===== src/rtl/link_pkg.sv =====
// Shared definitions for the link framer pair (receive decoder and transmit framer).
package link_pkg;

    localparam logic [15:0] SYNC_WORD_DEFAULT = 16'hA55A;
    localparam int          CSUM_W            = 16;

    typedef enum logic [1:0] {
        ST_HUNT    = 2'd0,
        ST_PAYLOAD = 2'd1,
        ST_CHECK   = 2'd2
    } link_state_t;

    // Modular 16-bit sum; carries out of the top bit are dropped on purpose.
    function automatic logic [CSUM_W-1:0] csum_add(input logic [CSUM_W-1:0] acc,
                                                   input logic [15:0]       word);
        return acc + word;
    endfunction

endpackage


===== src/rtl/link_frame_rx_if.sv =====
// Word stream from the UART 8->16 converter into the frame decoder.
interface link_frame_rx_if;

    logic [15:0] din;
    logic        din_valid;

    modport master (output din, output din_valid);
    modport slave  (input  din, input  din_valid);

endinterface


===== src/rtl/link_timeout_timer.sv =====
// Idle-cycle counter: cleared by activity, saturates at LIMIT and flags expiry while saturated.
module link_timeout_timer #(
    parameter int LIMIT = 2_000_000
) (
    input  logic clk,
    input  logic rst,
    input  logic clear,
    output logic expired
);

    localparam int W = $clog2(LIMIT + 1);
    localparam logic [W-1:0] LIMIT_W = W'(LIMIT);

    logic [W-1:0] timer;

    always_ff @(posedge clk or posedge rst) begin
        if (rst) begin
            timer <= '0;
        end else if (clear) begin
            timer <= '0;
        end else if (timer != LIMIT_W) begin
            timer <= timer + 1'b1;
        end
    end

    assign expired = (timer == LIMIT_W);

endmodule


===== src/rtl/link_frame_rx.sv =====
// Receive frame decoder: sync hunt, payload capture, optional checksum, link liveness.
// Checksum word and CHECK state are built only when LINK_FRAME_RX_CHECKSUM_EN is defined.
module link_frame_rx
    import link_pkg::*;
#(
    parameter int          NUM_WORDS   = 4,
    parameter logic [15:0] SYNC_WORD   = SYNC_WORD_DEFAULT,
    parameter int          TIMEOUT_CYC = 2_000_000
) (
    input  logic                    clk,
    input  logic                    rst,
    link_frame_rx_if.slave          rx,
    output logic [NUM_WORDS*16-1:0] payload,
    output logic                    frame_ok,
    output logic                    frame_err,
    output logic                    link_up,
    output logic [7:0]              err_cnt
);

    localparam int IDX_W = $clog2(NUM_WORDS);
    localparam logic [IDX_W-1:0] LAST_IDX = IDX_W'(NUM_WORDS - 1);

    link_state_t            state, state_next;
    logic [IDX_W-1:0]       idx;
    logic [NUM_WORDS*16-1:0] shadow, shadow_next;
    logic                   timed_out, abort;
    logic                   start, accept_word, commit;

    link_timeout_timer #(.LIMIT(TIMEOUT_CYC)) u_timer (
        .clk     (clk),
        .rst     (rst),
        .clear   (rx.din_valid),
        .expired (timed_out)
    );

    // A strobe landing on the expiry cycle takes priority over the abort.
    assign abort = timed_out && !rx.din_valid;

`ifdef LINK_FRAME_RX_CHECKSUM_EN
    logic [CSUM_W-1:0] sum;
    logic              bad;
`endif

    always_ff @(posedge clk or posedge rst) begin
        if (rst) state <= ST_HUNT;
        else     state <= state_next;
    end

    always_comb begin
        state_next  = state;
        start       = 1'b0;
        accept_word = 1'b0;
        commit      = 1'b0;
`ifdef LINK_FRAME_RX_CHECKSUM_EN
        bad         = 1'b0;
`endif
        if (abort) begin
            state_next = ST_HUNT;
        end else if (rx.din_valid) begin
            unique case (state)
                ST_HUNT: begin
                    if (rx.din == SYNC_WORD) begin
                        start      = 1'b1;
                        state_next = ST_PAYLOAD;
                    end
                end
                ST_PAYLOAD: begin
                    accept_word = 1'b1;
                    if (idx == LAST_IDX) begin
`ifdef LINK_FRAME_RX_CHECKSUM_EN
                        state_next = ST_CHECK;
`else
                        commit     = 1'b1;
                        state_next = ST_HUNT;
`endif
                    end
                end
`ifdef LINK_FRAME_RX_CHECKSUM_EN
                ST_CHECK: begin
                    if (rx.din == sum) commit = 1'b1;
                    else               bad    = 1'b1;
                    state_next = ST_HUNT;
                end
`endif
                default: state_next = ST_HUNT;
            endcase
        end
    end

    // Without a checksum the last payload word commits in the same cycle it arrives.
    always_comb begin
        shadow_next = shadow;
        if (accept_word) shadow_next[idx*16 +: 16] = rx.din;
    end

    always_ff @(posedge clk or posedge rst) begin
        if (rst) begin
            idx      <= '0;
            shadow   <= '0;
            payload  <= '0;
            frame_ok <= 1'b0;
            link_up  <= 1'b0;
        end else begin
            frame_ok <= commit;
            shadow   <= shadow_next;
            if (start || abort) begin
                idx <= '0;
            end else if (accept_word) begin
                idx <= (idx == LAST_IDX) ? '0 : idx + 1'b1;
            end
            if (commit) payload <= shadow_next;
            if (commit)     link_up <= 1'b1;
            else if (abort) link_up <= 1'b0;
        end
    end

`ifdef LINK_FRAME_RX_CHECKSUM_EN
    always_ff @(posedge clk or posedge rst) begin
        if (rst) begin
            sum       <= '0;
            frame_err <= 1'b0;
            err_cnt   <= 8'd0;
        end else begin
            frame_err <= bad;
            if (start)            sum <= '0;
            else if (accept_word) sum <= csum_add(sum, rx.din);
            if (bad && err_cnt != 8'hFF) err_cnt <= err_cnt + 8'd1;
        end
    end
`else
    assign frame_err = 1'b0;
    assign err_cnt   = 8'd0;
`endif

endmodule


===== src/flat_wrapper.sv =====
// flat-port wrapper written by rule: the top's interface ports become plain ports
module link_frame_rx_flat import link_pkg::*;
#(
    parameter int          NUM_WORDS   = 4,
    parameter logic [15:0] SYNC_WORD   = SYNC_WORD_DEFAULT,
    parameter int          TIMEOUT_CYC = 2_000_000
)
  (clk, rst, payload, frame_ok, frame_err, link_up, err_cnt, rx_din, rx_din_valid);
  link_frame_rx_if rx_i ();
  input  logic clk;
  input  logic rst;
  output logic [NUM_WORDS*16-1:0] payload;
  output logic frame_ok;
  output logic frame_err;
  output logic link_up;
  output logic [7:0] err_cnt;
  input wire logic [$bits(rx_i.din)-1:0] rx_din;
  input wire logic [$bits(rx_i.din_valid)-1:0] rx_din_valid;
  assign rx_i.din = rx_din;
  assign rx_i.din_valid = rx_din_valid;
  link_frame_rx #(.NUM_WORDS(NUM_WORDS), .SYNC_WORD(SYNC_WORD), .TIMEOUT_CYC(TIMEOUT_CYC)) u_core (.clk(clk), .rst(rst), .rx(rx_i), .payload(payload), .frame_ok(frame_ok), .frame_err(frame_err), .link_up(link_up), .err_cnt(err_cnt));
endmodule

===== config.mk =====
export PLATFORM = sky130hd
export DESIGN_NAME = link_frame_rx_flat
export DESIGN_NICKNAME = d
export VERILOG_FILES = /design/src/rtl/link_pkg.sv /design/src/rtl/link_frame_rx_if.sv /design/src/rtl/link_timeout_timer.sv /design/src/rtl/link_frame_rx.sv /design/src/flat_wrapper.sv
export SDC_FILE = /design/constraint.sdc
export NUM_CORES = 1
export LEC_CHECK = 0
export ABC_AREA = 0
export BUFFER_PORTS_ARGS = -buffer_cell sky130_fd_sc_hd__buf_2
export CAP_MARGIN = 20
export CORE_MARGIN = 4
export CORE_UTILIZATION = 45
export DETAILED_ROUTE_END_ITERATION = 8
export GPL_TIMING_DRIVEN = 0
export PLACE_DENSITY_LB_ADDON = 0.3
export REMOVE_ABC_BUFFERS = 1
export SLEW_MARGIN = 20
export SYNTH_ARGS = -nofsm -noshare
export SYNTH_HDL_FRONTEND = slang
export SYNTH_SLANG_ARGS = --single-unit

===== constraint.sdc =====
create_clock -name clk -period 4.77 [get_ports clk]
set_clock_uncertainty 0.1 [all_clocks]
set_input_delay 0 -clock clk [delete_from_list [all_inputs] [get_ports clk]]
set_output_delay 0 -clock clk [all_outputs]
set_load 0.005 [all_outputs]

---- Word-level counts from Yosys, hierarchy flattened ----
Index checks and enable logic that the tools add are counted.
W data, S select, Z words.
cells by class
  reduce and logical (&&, ||, !) cells .... 9
  shift operators ......................... 2
  $add $sub $neg .......................... 3
  equal/unequal tests ..................... 7
  mux-type cells .......................... 25
operators with widths
  kind                        count
  $bwmux W64                  1
  $mux W64                    1
  $shift A16 B34 Y64 const A  1
  $shiftx A16 B34 Y64         1
  $mux W21                    2
  $neg A6 Y34                 1
  $add A21 B1 Y21 const B     1
  $eq A21 B21 Y1 const B      1
  $ne A21 B21 Y1 const B      1
  $eq A16 B16 Y1 const B      1
  $mux W2                     7
  $mux W1                     13
  $reduce_bool A2 Y1          4
  $ne A3 B1 Y1 const B        2
  $pmux W2 S2                 1
  $reduce_and A3 Y1           1
  $add A2 B1 Y2 const B       1
  $eq A2 B1 Y1 const B        1
  $eq A2 B2 Y1 const B        1
  $logic_not A2 Y1            1
  $logic_and A1 B1 Y1         1
  $logic_not A1 Y1            1
  $logic_or A1 B1 Y1          1
word-level totals
  flip-flop bits (word level) ............. 155
  input port bits ......................... 19
  word-level logic and storage cells ...... 53

---- Longest topological paths before layout ----
Gate-level depths: netlist (run 1).
  depth after elaboration ................. 7
  depth in mapped cells ................... 7
  mapped depth without buffers ............ 6

---- Modules after synthesis ----
From an unflattened synthesis (run 1), not the netlist that was laid out.
second synthesis, totals
  cells, all modules ...................... 664
  area total of the unflattened synthesis .. 6628.9 µm²
by module, submodules not included
  module              cells an instance  area an instance (µm²)  times used
  link_frame_rx       544                5495.3                  1
  link_timeout_timer  120                1133.6                  1

---- Least setup slack after synthesis (run 1) ----
No wires, ideal clock.
  kind .................................... reg-to-reg
  start ................................... register u_core.idx[0]
  end ..................................... register u_core.payload[48]
  clock period less this slack ............ 2.141 ns
  arrival ................................. 1.976 ns
  path buffers ............................ 1
  required time ........................... 4.605 ns
  setup time .............................. 0.065 ns
  slack ................................... 2.629 ns
  cell stages (with the launch flop) ...... 7
  cells stage by stage .................... dfrtp_1 -> inv_1 -> ha_1 -> nor4_2 -> buf_2 -> a22o_1 -> mux2_2
between the ends
  elaborated cells on any way between the ends .. 10
  classes of those cells .................. add/sub: 1; eq/ne: 1; shift: 2; mux: 6
RTL lines
  item                                                              RTL line              RTL
  start, declared                                                   link_frame_rx.sv:24   logic [IDX_W-1:0] idx;
  start signal, assigned                                            link_frame_rx.sv:109  idx <= (idx == LAST_IDX) ? '0 : idx + 1'b1;
  $neg A6 Y34 (*)                                                   link_frame_rx.sv:93   if (accept_word) shadow_next[idx*16 +: 16] = rx.din;
  $shiftx A16 B34 Y64 / $shift A16 B34 Y64 (equally long branches)  link_frame_rx.sv:93
  $bwmux W64 (*)                                                    link_frame_rx.sv:93
  $mux W64 (*)                                                      link_frame_rx.sv:93
  net u_core.shadow_next[48]                                        link_frame_rx.sv:25   logic [NUM_WORDS*16-1:0] shadow, shadow_next;
  end signal, assigned                                              link_frame_rx.sv:111  if (commit) payload <= shadow_next;
  end, declared                                                     link_frame_rx.sv:13   output logic [NUM_WORDS*16-1:0] payload,
Mark *: on every way through the listed nets, which the timed path passes. The rest lies on a longest branch.
A chain may end at the register's enable or synchronous reset.

---- Worst setup path after layout (run 1) ----
  start ................................... input rx_din_valid
  end ..................................... register u_core.payload[55]
between the ends
  cells in the longest elaborated chain, start to end .. 4
  elaborated cells on any way between the ends .. 7
  classes of those cells .................. mux: 5; reduce/logical: 2
RTL lines
  item                        RTL line             RTL
  start, declared             flat_wrapper.sv:18   input wire logic [$bits(rx_i.din_valid)-1:0] rx_din_valid;
  $logic_not A1 Y1            link_frame_rx.sv:37  assign abort = timed_out && !rx.din_valid;
  $logic_and A1 B1 Y1         link_frame_rx.sv:37
  $mux W1 (*)                 link_frame_rx.sv:57  if (abort) begin
  $mux W64 (*)                link_frame_rx.sv:93
  net u_core.shadow_next[55]  link_frame_rx.sv:25
Marks and branches as above.

==> results of run 1 <==
-- power by group --
part / switching [mW] / internal, mW / total [mW]
Sequential: 0.00387 / 1.31 / 1.31
Combinational: 0.0511 / 0.0256 / 0.0767
Clock: 0.512 / 0.810 / 1.32
Total: 0.567 / 2.15 / 2.71
-- critical path, cell delays in order --
cell and delay, ns:
sky130_fd_sc_hd__dlygate4sd3_1 0.52, sky130_fd_sc_hd__buf_2 0.53, sky130_fd_sc_hd__nand3_1 0.88, sky130_fd_sc_hd__nor4_4 0.84, sky130_fd_sc_hd__buf_6 0.24, sky130_fd_sc_hd__a22o_1 0.16, sky130_fd_sc_hd__mux2_2 0.15
-- cell families (layout without fill, tap and decap cells) --
logic type,Yosys count,count (layout),share of synthesized area [%]
flip-flops,154,154,62.12
AO/OA/AOI/OAI,86,86,11.17
AND/OR/NAND/NOR,79,79,8.411
multiplexers,66,66,11.98
buffers and inverters,40,149,3.227
XOR/XNOR,10,10,1.412
adder cells (fa/ha/maj),8,8,1.614
other,1,9,0.06045
-- worst max-delay path by stage --
stage | start | endpoint | slack [ns]
2_1_floorplan | rst | u_core.frame_ok | 0.52
4_1_cts | rx_din_valid | u_core.payload[55] | 1.72
6_report | rx_din_valid | u_core.payload[55] | 1.70
5_1_grt | rx_din_valid | u_core.payload[63] | 1.53
3_5_place_dp | u_core.idx[0] | u_core.payload[53] | 1.76
3_3_place_gp | rst | u_core.frame_ok | -0.90
-- synth_stat cells (all sizes together) --
library cell and count:
and3b 1, nor4b 6, o21a 1, mux2 66, clkbuf 11, xnor2 5
o211a 1, or4 1, dfrtp 154, inv 9, o41ai 1, o211ai 1
nand2b 2, xor2 5, and4 2, buf 20, a31o 1, nand2 9
or3 5, a21oi 9, nand4bb 1, nor3 7, and3 2, a22o 64
nand4 6, o21ai 6, nor2 13, o21bai 2, nor4 6, nor4bb 4
nand3 11, nor2b 3, conb 1, ha 8
-- final cells by class --
| cell class | instances | area (µm²) | area share, % |
|---|---|---|---|
| multi-input cells | 258 | 2220 | 29.11 |
| inverters | 9 | 41.29 | 0.5415 |
| clock inverters | 11 | 118.9 | 1.559 |
| repair buffers | 108 | 700.7 | 9.189 |
| clock buffers | 21 | 470.5 | 6.170 |
| well taps | 176 | 220.2 | 2.888 |
| flip-flops and latches | 154 | 3854 | 50.54 |
-- per-stage QoR --
stage / utilization [%] / worst slack (ns) / TNS, ns / cells
global placement: 50.25 / -0.8953 / -136.04 / 681
floorplan: - / 0.5202 / 0 / 421
global route: 57.12 / 1.529 / 0 / 737
finish: 57.12 / 1.697 / 0 / 737
detailed placement: 51.36 / 1.765 / 0 / 687
CTS: 57.12 / 1.723 / 0 / 737
-- sequential cells by signal, summed over array words and instances, names as in the netlist --
register,cells
u_core.frame_ok,1
u_core.idx,2
u_core.link_up,1
u_core.payload,64
u_core.shadow,64
u_core.state,1
u_core.u_timer.timer,21
-- layer usage --
metal,wire length (µm),track usage (%)
met5,0,0
met4,205,7.589
met2,6490,27.74
met3,734,5.288
met1,6020,23.68
-- repair_timing --
action                    in CTS  in global routing
hold buffers                  18                  0
buffers inserted               0                  0
hold endpoints to repair     288                  0
==> out/results.md, run 1 <==
• 97 — largest net degree at the start of global routing
• 8.529 mm — half-perimeter wire length of the detailed placement result
• no — unrepaired setup endpoints after global routing
• 15,730 µm² — area of the die
• input pin to async pin — Min-Delay Path Class
• 0.04685 ns — worst hold margin
• 0.06 ns — clock slew at the register clock pins of the worst setup and hold paths
• 7625 µm² — final standard cell area without fillers
• 13,350 µm² — area of the core region
• u_core.idx[0] — R2R Path Start
• 0.3254 GHz — upper clock frequency limit
• 17.92% — overall global routing resource usage
• flop — Crit. End Element
• 4 — H-tree depth
• 4,204 — vias in the first global route
• 0.42 ns — worst-skew pair later-pin latency
• 6203 µm² — netlist area before placement
• 35.65% — fraction of layout cells with a size suffix above 1
• u_core.payload[55] — terminus of the critical flop-to-flop path
• 444 — Mapped Cells
• 62.12% — sequential area share after synthesis
• finished clean — result of the run
• 154 x sky130_fd_sc_hd__dfrtp_1, 84 x sky130_fd_sc_hd__buf_2, 66 x sky130_fd_sc_hd__mux2_2 — most frequent cells in the layout
• 5.03 ns — Worst Path Required
• 0 — diodes inserted
• 1.72 ns — R2R setup slack
• 37 — crit path max fanout
• 4 — number of detailed-routing iterations run before antenna repair
• 2 — maximum buffer depth of the clock tree
• input pin to flop — worst setup path category
• 13.97 µm² — Avg Synthesized Cell Area
• 3.073 ns — post-layout min period
• input pin — kind of start point of the critical path
• 3.878 nW — Leakage
• 1,112 — fillcell total
• 18.25 µm — average wire per cell in the routed design
• 0 — warning count from the yosys run
• 13.45 mm — WL final
• 0 — final-report hold violation count
• 575 — net count reported at finish
• 0 — leftover overflow at the end of global routing
• 0 — count of nets left with antenna violations after detail routing
• 0 — number of antenna violations at the first check in global routing
• 22.91% — layout overhead on the synthesized area
• 0 — number of pins with negative max-slew slack in the final report
• 355.7 nW/µm² — ratio of total power to cell area
• 42 — Synth cell types
• 0.8046 — final weighted congestion in routability-driven placement
• sky130_fd_sc_hd__clkbuf_16 — root buffer cell
• 0.9926 ns — slew at the pin with the worst max-slew slack
• 154 — Synth Register Bits
• 3.33 ns — data arrival time at the worst-slack endpoint
• built — clock tree from TritonCTS
• 0 — max-cap viol count
• 84 — buffers added on ports
• 125.4 µm — Chip Height
• 125.4 µm — width of the chip
• 0 — total DRC errors in the routed layout
• 6855 µm² — placed cell areas
• sky130_fd_sc_hd__dfrtp_1 — most common cell after layout, fill and taps aside
• 22.29 mm — global-route wire length before repair
• 3,966 — Via Count
• 46.48% — initial standard-cell utilization of the core
• 2.712 mW — sum of internal, switching and leakage power
• 5.381 — via density per instance
• 17 — number of buffers inserted during clock tree synthesis
• sky130_fd_sc_hd__dfrtp_1 — post-synth top area cell
• 6 — worst reg2reg path depth
• 0 — # setup viols final
• 42 — site row count
• 94 — ports placed on the boundary
• 64.43% — Final Cycle Share
• 33.64% — relative max-transition margin
• 163 — DRT iter0 DRCs
• 62.12% — area share of the leading cell type in the synthesized netlist
• 0 — number of gates resized after CTS
• sky130_fd_sc_hd__dfrtp_1 62%, sky130_fd_sc_hd__mux2_2 12%, sky130_fd_sc_hd__a22o_1 9.0%, sky130_fd_sc_hd__ha_1 1.6%, sky130_fd_sc_hd__buf_4 1.2% — biggest area contributors in the synthesized netlist
• 0.2208 mV — maximum resistive drop on vdd
• 154 — total number of clock tree sinks
Power figures use the tool's default switching activity.
==> run 2: changes to the inputs <==
- ABC_AREA: 0 -> 1
- clock period: 4.77 -> 2.9 ns (I/O delays scaled with it)
==> run 2 against run 1 <==
Synthesized cell count is 84% higher. Combinational power is 69% higher. Utilization is 1.9 points lower. Power is 67% higher. Cell area is 6.5% higher. Die area is 9.6% higher. Clock-buffer cell count is 1 lower. Critical endpoint is now u_core.payload[13].
==> out/results.md, run 2 <==
• 0 — number of antenna violations at the first check in global routing, unchanged
• 0.8043 — final weighted congestion in routability-driven placement, was 0.8046
• u_core.idx[0] — R2R Path Start, unchanged
• 17 — number of buffers inserted during clock tree synthesis, unchanged
• sky130_fd_sc_hd__nand2_1 — most prevalent standard cell on the critical path
• 8.383 µm² — Avg Synthesized Cell Area, was 13.97 µm²
• 14.54% — fraction of layout cells with a size suffix above 1, was 35.65%
• sky130_fd_sc_hd__nand2_1 — cell with the most instances after synthesis, was sky130_fd_sc_hd__dfrtp_1
• 14.81 µm — average wire per cell in the routed design, was 18.25 µm
• 5,491 — vias in the first global route, was 4,204
• 2 — maximum buffer depth of the clock tree, unchanged
• 100.0% — share of flip-flops with an asynchronous set or reset after synthesis, unchanged
• 390 — DRT iter0 DRCs, was 163
• 16.28 mm — WL final, was 13.45 mm
• 0 ns — final sum of negative setup slack, unchanged
• 0.65 ns — stage delay of the slowest cell on the critical path, was 0.88 ns
• 0 — # setup viols final, unchanged
• sky130_fd_sc_hd__dfrtp_1 — Top FF cell, synth, unchanged
• 5.139 — via density per instance, was 5.381
• sky130_fd_sc_hd__nand2_1 — most common cell after layout, fill and taps aside, was sky130_fd_sc_hd__dfrtp_1
• 154 — total number of clock tree sinks, unchanged
• 0 — diodes inserted, unchanged
• 0 — max-cap viol count, unchanged
• sky130_fd_sc_hd__dfrtp_1 — post-synth top area cell, unchanged
• 1,099 — final cell count without fillers, was 737
• flop — kind of start point of the critical path, was input pin
• sky130_fd_sc_hd__dfrtp_1 56%, sky130_fd_sc_hd__nand2_1 17%, sky130_fd_sc_hd__o21ai_0 3.7%, sky130_fd_sc_hd__nand4_1 3.5%, sky130_fd_sc_hd__nor2_1 3.4% — biggest area contributors in the synthesized netlist, was sky130_fd_sc_hd__dfrtp_1 62%, sky130_fd_sc_hd__mux2_2 12%, sky130_fd_sc_hd__a22o_1 9.0%, sky130_fd_sc_hd__ha_1 1.6%, sky130_fd_sc_hd__buf_4 1.2%
• 0 — number of flops mapped to enable cells by yosys, unchanged
• 2.91 ns — data arrival time at the worst-slack endpoint, was 3.33 ns
• 10.47 mm — half-perimeter wire length of the detailed placement result, was 8.529 mm
• 7 — worst reg2reg path depth, was 6
• 0 — count of nets left with antenna violations after detail routing, unchanged
• 46.54% — initial standard-cell utilization of the core, was 46.48%
• no — unrepaired setup endpoints after global routing, unchanged
• 6840 µm² — netlist area before placement, was 6203 µm²
• sky130_fd_sc_hd__clkbuf_16 — root buffer cell, unchanged
• 44 — site row count, was 42
• 4 — H-tree depth, unchanged
• 154 — Synth Register Bits, unchanged
• 0 — warning count from the yosys run, unchanged
• 0.7748 ns — slew at the pin with the worst max-slew slack, was 0.9926 ns
• 131.3 µm — Chip Height, was 125.4 µm
• 0.3780 GHz — upper clock frequency limit
• finished clean — result of the run, unchanged
• 56.34% — area share of the leading cell type in the synthesized netlist, was 62.12%
• 27.33 mm — global-route wire length before repair, was 22.29 mm
• 816 — Mapped Cells, was 444
• 18.73% — layout overhead on the synthesized area, was 22.91%
• 84 — buffers added on ports, unchanged
• 0.42 ns — worst-skew pair later-pin latency, about the same
• 0 — number of pins with negative max-slew slack in the final report, unchanged
• 31 — crit path max fanout, was 37
• 0.25 ns — R2R setup slack, was 1.72 ns
• u_core.payload x64, u_core.shadow x64, u_core.u_timer.timer x21 — Top Registers, unchanged
• 5,648 — Via Count, was 3,966
• u_core.payload[13] — terminus of the critical flop-to-flop path, was u_core.payload[55]
• 309 x sky130_fd_sc_hd__nand2_1, 153 x sky130_fd_sc_hd__dfrtp_1, 84 x sky130_fd_sc_hd__buf_2 — most frequent cells in the layout, was 154 x sky130_fd_sc_hd__dfrtp_1, 84 x sky130_fd_sc_hd__buf_2, 66 x sky130_fd_sc_hd__mux2_2
• u_core.payload[13] — CP Capture Point, was u_core.payload[55]
• 56.34% — sequential area share after synthesis, was 62.12%
• 0.2542 ns — Final Worst Setup Slack, was 1.697 ns
• 556.2 nW/µm² — ratio of total power to cell area, was 355.7 nW/µm²
• u_core.idx[0] — Crit. Startpoint, was rx_din_valid
• 309 x sky130_fd_sc_hd__nand2_1, 154 x sky130_fd_sc_hd__dfrtp_1, 62 x sky130_fd_sc_hd__nor2_1 — most frequent cells after synthesis, was 154 x sky130_fd_sc_hd__dfrtp_1, 66 x sky130_fd_sc_hd__mux2_2, 64 x sky130_fd_sc_hd__a22o_1
• 14,700 µm² — area of the core region, was 13,350 µm²
• 929 — net count reported at finish, was 575
• 131.3 µm — width of the chip, was 125.4 µm
• 48.30% — relative max-transition margin, was 33.64%
• 0.08301 ns — worst hold margin, was 0.04685 ns
• 91.23% — Final Cycle Share
• 94 — ports placed on the boundary, unchanged
• 0 — leftover overflow at the end of global routing, unchanged
• 3.17 ns — Worst Path Required, was 5.03 ns
• input pin to async pin — Min-Delay Path Class, unchanged
• 0 — total DRC errors in the routed layout, unchanged
• sky130_fd_sc_hd__dfrtp_4 — Max stage delay cell, worst path, was sky130_fd_sc_hd__nand3_1
• built — clock tree from TritonCTS, unchanged
• 0.4119 mV — maximum resistive drop on vdd, was 0.2208 mV
• 2.646 ns — post-layout min period
• 27 — Synth cell types, was 42
• 19.29% — overall global routing resource usage, was 17.92%
• 17,240 µm² — area of the die, was 15,730 µm²
• clkinvlp_4 > ha_1 > nor3_2 > nand3_1 > nand2_1 > nand2_1 > nand2_1 — cells along the critical path, was dlygate4sd3_1 > buf_2 > nand3_1 > nor4_4 > buf_6 > a22o_1 > mux2_2
• -0.4257 ns — worst setup timing slack at the placement stage, was 1.765 ns
• 7326 µm² — placed cell areas, was 6855 µm²
• 0.06 ns — clock slew at the register clock pins of the worst setup and hold paths, about the same
• 84 — largest net degree at the start of global routing, was 97
• 8122 µm² — final standard cell area without fillers, was 7625 µm²
• 1,049 — number of placed instances, taps included, was 687
• 0 — final-report hold violation count, unchanged
• 4.434 nW — Leakage, was 3.878 nW
• flop to flop — worst setup path category, was input pin to flop
• 5 — number of detailed-routing iterations run before antenna repair, was 4
• flop — Crit. End Element, unchanged
## run 2: changes by cell type in the layout (fill, tap and decap cells not counted), moves of 24 or more
cell / before / now
sky130_fd_sc_hd__o21ai_1: 0 / 38
sky130_fd_sc_hd__a22o_1: 64 / 0
sky130_fd_sc_hd__nor2_1: 13 / 62
sky130_fd_sc_hd__o21ai_0: 6 / 51
sky130_fd_sc_hd__nand2_1: 9 / 309
sky130_fd_sc_hd__mux2_2: 66 / 0
sky130_fd_sc_hd__nand4_1: 5 / 38
sky130_fd_sc_hd__nand3_1: 7 / 31
sky130_fd_sc_hd__inv_1: 8 / 43
## run 2: worst min-delay path by stage
stage / slack, ns / endpoint / depth (start not counted)
after floorplan: -0.03 / u_core.u_timer.timer[19] / 1
after global placement: 0.18 / u_core.shadow[9] / 3
after detailed placement: -0.003 / u_core.u_timer.timer[4] / 2
after CTS: 0.09 / u_core.frame_ok / 3
after global routing: 0.14 / u_core.u_timer.timer[14] / 3
final: 0.08 / u_core.u_timer.timer[14] / 3
## run 2: final cells by class
cell class	instances	area, µm²
Fill cell	1365	6578
Sequential cell	154	3857
Multi-Input combinational cell	578	2611
Timing Repair Buffer	103	628.1
Clock buffer	20	456.7
Tap cell	184	230.2
Inverter	48	196.4
Clock inverter	12	141.4
## run 2: cell families after synthesis
kind of cell / share of synthesized area, %
buffers and inverters: 6.073
xor gates and xnor gates: 0.6402
other: 0.05482
DFF: 56.34
adders and majority gates: 1.463
AOI/OAI and AO/OA: 7.170
and+or+nand+nor: 28.26
## run 2: routing by layer
metal	vias to the layer above	track usage [%]	part of all wire (%)	wire length, µm
li1	2783	-	-	-
met1	2685	26.86	46	7567
met2	153	30.16	47	7725
met3	27	4.014	4.1	674
met4	0	6.943	1.9	310
met5	-	0	0	0
## run 2: timing repair
action                                  4_1_cts  5_1_grt
endpoints found under the hold margin       200        0
gates resized for setup                       2        4
buffers inserted                              0        0
endpoints found under the setup margin       99       48
hold buffers                                 18        0
cloned                                        0        0
## run 2: critical path: cells and delay by family (launching register included)
family	cells	cell delay (ns)
buffers and inverters	1	0.37
and+or+nand+nor	5	0.97
DFF	1	0.65
adders and majority gates	1	0.47
## run 2: through the flow
stage / util [%] / power [mW]
finish: 55.25 / 4.517
global route: 55.25 / 4.677
CTS: 55.16 / 4.564
detailed placement: 49.84 / 2.312
global placement: 49.57 / 2.304
floorplan: - / 2.255
## run 2: power breakdown
group	total, mW	leakage [nW]	switching, mW	internal, mW
logic	0.130	2.00	0.0909	0.0393
clock network	2.23	0.287	0.904	1.32
registers	2.16	2.15	0.00690	2.15
==> run 3: changes to the inputs <==
- CORE_UTILIZATION: 45 -> 39
==> run 3 against run 2 <==
Worst hold slack worse by 0.048 ns. Maximum frequency is 2.3% higher. Largest power group unchanged. Routed wire length grew 2.3%. Clock power grew 6%. Cell area increased by 1.1%. Critical endpoint is now u_core.payload[8]. Utilization shrank 7.6 points.
==> out/results.md, run 3 (same netlist as run 2, synthesis figures left out) <==
• 0 — leftover overflow at the end of global routing, unchanged
• 8208 µm² — final standard cell area without fillers, was 8122 µm²
• 140.4 µm — Chip Height, was 131.3 µm
• 46.4% — Reg power frac, was 47.8%
• clkinvlp_4 > ha_1 > inv_2 > nor3_2 > nand3_1 > nand2_1 > nand2_1 > nand2_1 — cells along the critical path, was clkinvlp_4 > ha_1 > nor3_2 > nand3_1 > nand2_1 > nand2_1 > nand2_1
• 31 — crit path max fanout, unchanged
• 0.8201 — final weighted congestion in routability-driven placement, was 0.8043
• 0.06 ns — clock slew at the register clock pins of the worst setup and hold paths, about the same
• built — clock tree from TritonCTS, unchanged
• 96 — largest net degree at the start of global routing, was 84
• 94 — ports placed on the boundary, unchanged
• 0.9741 mW — switching pwr, was 1.002 mW
• 19.99% — layout overhead on the synthesized area, was 18.73%
• 2.8% — Comb power frac, was 2.9%
• 5,563 — Via Count, was 5,648
• 17 — number of buffers inserted during clock tree synthesis, unchanged
• sky130_fd_sc_hd__clkbuf_16 — root buffer cell, unchanged
• 3.682 mW — Int Pwr, was 3.515 mW
• 2 — maximum buffer depth of the clock tree, unchanged
• 0.31 ns — R2R setup slack, was 0.25 ns
• u_core.idx[0] — R2R Path Start, unchanged
• 0.42 ns — worst-skew pair later-pin latency, about the same
• 50.8% — proportion of power drawn by the clock network, was 49.3%
• 0 — # setup viols final, unchanged
• 3.16 ns — Worst Path Required, was 3.17 ns
• 14.61 µm — average wire per cell in the routed design, was 14.81 µm
• 154 — total number of clock tree sinks, unchanged
• 20.92% — switching fraction of total power, was 22.18%
• 48 — site row count, was 44
• sky130_fd_sc_hd__nand2_1 — most prevalent standard cell on the critical path, unchanged
• no — unrepaired setup endpoints after global routing, unchanged
• 0 — number of antenna violations at the first check in global routing, unchanged
• 404 — DRT iter0 DRCs, was 390
• 89.21% — Final Cycle Share, was 91.23%
• flop — kind of start point of the critical path, unchanged
• 8 — worst reg2reg path depth, was 7
• 0.7899 ns — slew at the pin with the worst max-slew slack, was 0.7748 ns
• 2.85 ns — data arrival time at the worst-slack endpoint, was 2.91 ns
• 17,240 µm² — area of the core region, was 14,700 µm²
• 1,640 — fillcell total, was 1,365
• 0 — number of pins with negative max-slew slack in the final report, unchanged
• 567.2 nW/µm² — ratio of total power to cell area, was 556.2 nW/µm²
• 84 — buffers added on ports, unchanged
• 929 — net count reported at finish, unchanged
• sky130_fd_sc_hd__nand2_1 — most common cell after layout, fill and taps aside, unchanged
• 10.86 mm — half-perimeter wire length of the detailed placement result, was 10.47 mm
• 0.03519 ns — worst hold margin, was 0.08301 ns
• 7380 µm² — placed cell areas, was 7326 µm²
• 4.449 nW — Leakage, was 4.434 nW
• 0 — max-cap viol count, unchanged
• flop to flop — worst setup path category, unchanged
• 0 — diodes inserted, unchanged
• 16.65 mm — WL final, was 16.28 mm
• 4.880 — via density per instance, was 5.139
• 2.587 ns — post-layout min period, was 2.646 ns
• 0 — count of nets left with antenna violations after detail routing, unchanged
• u_core.payload[8] — terminus of the critical flop-to-flop path, was u_core.payload[13]
• 47.29% — relative max-transition margin, was 48.30%
• 140.4 µm — width of the chip, was 131.3 µm
• 0 — final-report hold violation count, unchanged
• 309 x sky130_fd_sc_hd__nand2_1, 153 x sky130_fd_sc_hd__dfrtp_1, 84 x sky130_fd_sc_hd__buf_2 — most frequent cells in the layout, unchanged
• -0.2991 ns — worst setup timing slack at the placement stage, was -0.4257 ns
• flop — Crit. End Element, unchanged
• finished clean — result of the run, unchanged
• 0.3865 GHz — upper clock frequency limit, was 0.3780 GHz
• 27.83 mm — global-route wire length before repair, was 27.33 mm
• sky130_fd_sc_hd__dfrtp_4 — Max stage delay cell, worst path, unchanged
• 0 — total DRC errors in the routed layout, unchanged
• input pin to async pin — Min-Delay Path Class, unchanged
• 0.4010 mV — maximum resistive drop on vdd, was 0.4119 mV
• u_core.payload x64, u_core.shadow x64, u_core.u_timer.timer x21 — Top Registers, unchanged
• 47.62% — share of the core filled with cells in the final layout, was 55.25%
• 14.32% — fraction of layout cells with a size suffix above 1, was 14.54%
• 39.68% — initial standard-cell utilization of the core, was 46.54%
• 0.3128 ns — Final Worst Setup Slack, was 0.2542 ns
• 4 — number of detailed-routing iterations run before antenna repair, was 5
• 5,520 — vias in the first global route, was 5,491
• 4 — H-tree depth, unchanged
• 17.37% — overall global routing resource usage, was 19.29%
• 0.63 ns — stage delay of the slowest cell on the critical path, was 0.65 ns
• 19,720 µm² — area of the die, was 17,240 µm²
[run 3: changes by cell type in the layout (fill, tap and decap cells not counted), sizes merged]
cell / before / now
bufinv: 2 / 4
clkinv: 6 / 4
inv: 49 / 47
clkbuf: 20 / 22
[run 3: metal layers]
metal,global-route usage (%),routed length [µm],vias up
li1,-,-,2779
met1,23.82,7764,2657
met2,27.75,8098,108
met3,3.482,590,19
met4,5.711,199,0
met5,0,0,-
[run 3: worst max-delay path by stage]
| stage | from | endpoint | cells after the start |
|---|---|---|---|
| after floorplan | rst | u_core.frame_ok | 1 |
| after global placement | rst | u_core.payload[53] | 2 |
| after detailed placement | u_core.idx[0] | u_core.payload[16] | 8 |
| after CTS | u_core.idx[0] | u_core.payload[16] | 8 |
| after global routing | rx_din_valid | u_core.payload[46] | 8 |
| final | u_core.idx[0] | u_core.payload[8] | 8 |
[run 3: power groups by stage]
stage | registers, mW | clock network, mW | logic [mW]
2_1_floorplan | 2.20 | 0 | 0.0575
3_3_place_gp | 2.20 | 0 | 0.107
3_5_place_dp | 2.20 | 0 | 0.114
4_1_cts | 2.16 | 2.40 | 0.134
5_1_grt | 2.16 | 2.49 | 0.149
6_report | 2.16 | 2.37 | 0.130
[run 3: worst max-delay path, delay by kind of cell, from the launching register on]
family,cells,cell delay [ns]
adders and majority gates,1,0.42
DFF,1,0.63
and+or+nand+nor,5,0.91
buffers and inverters,2,0.46
[run 3: final cells by class]
class | instances | area [µm²] | share of cell area [%]
Sequential cell | 154 | 3857 | 47.00
Multi-Input combinational cell | 578 | 2611 | 31.81
Timing Repair Buffer | 103 | 628.1 | 7.652
Clock buffer | 22 | 464.2 | 5.655
Tap cell | 225 | 281.5 | 3.430
Inverter | 48 | 198.9 | 2.424
Clock inverter | 10 | 166.4 | 2.027
[run 3: timing repair]
action	4_1_cts	5_1_grt
pin swaps	0	0
hold buffers	18	0
gates resized for setup	1	5
buffers inserted	0	0
endpoints found under the hold margin	229	0
gates cloned	0	0
endpoints found under the setup margin	90	65
[run 3: metrics by stage]
stage | std cells | total power [mW] | TNS [ns]
2_1_floorplan | 780 | 2.255 | -207.87
3_3_place_gp | 1089 | 2.307 | -559.23
3_5_place_dp | 1090 | 2.313 | -8.210
4_1_cts | 1140 | 4.694 | 0
5_1_grt | 1140 | 4.798 | 0
6_report | 1140 | 4.656 | 0
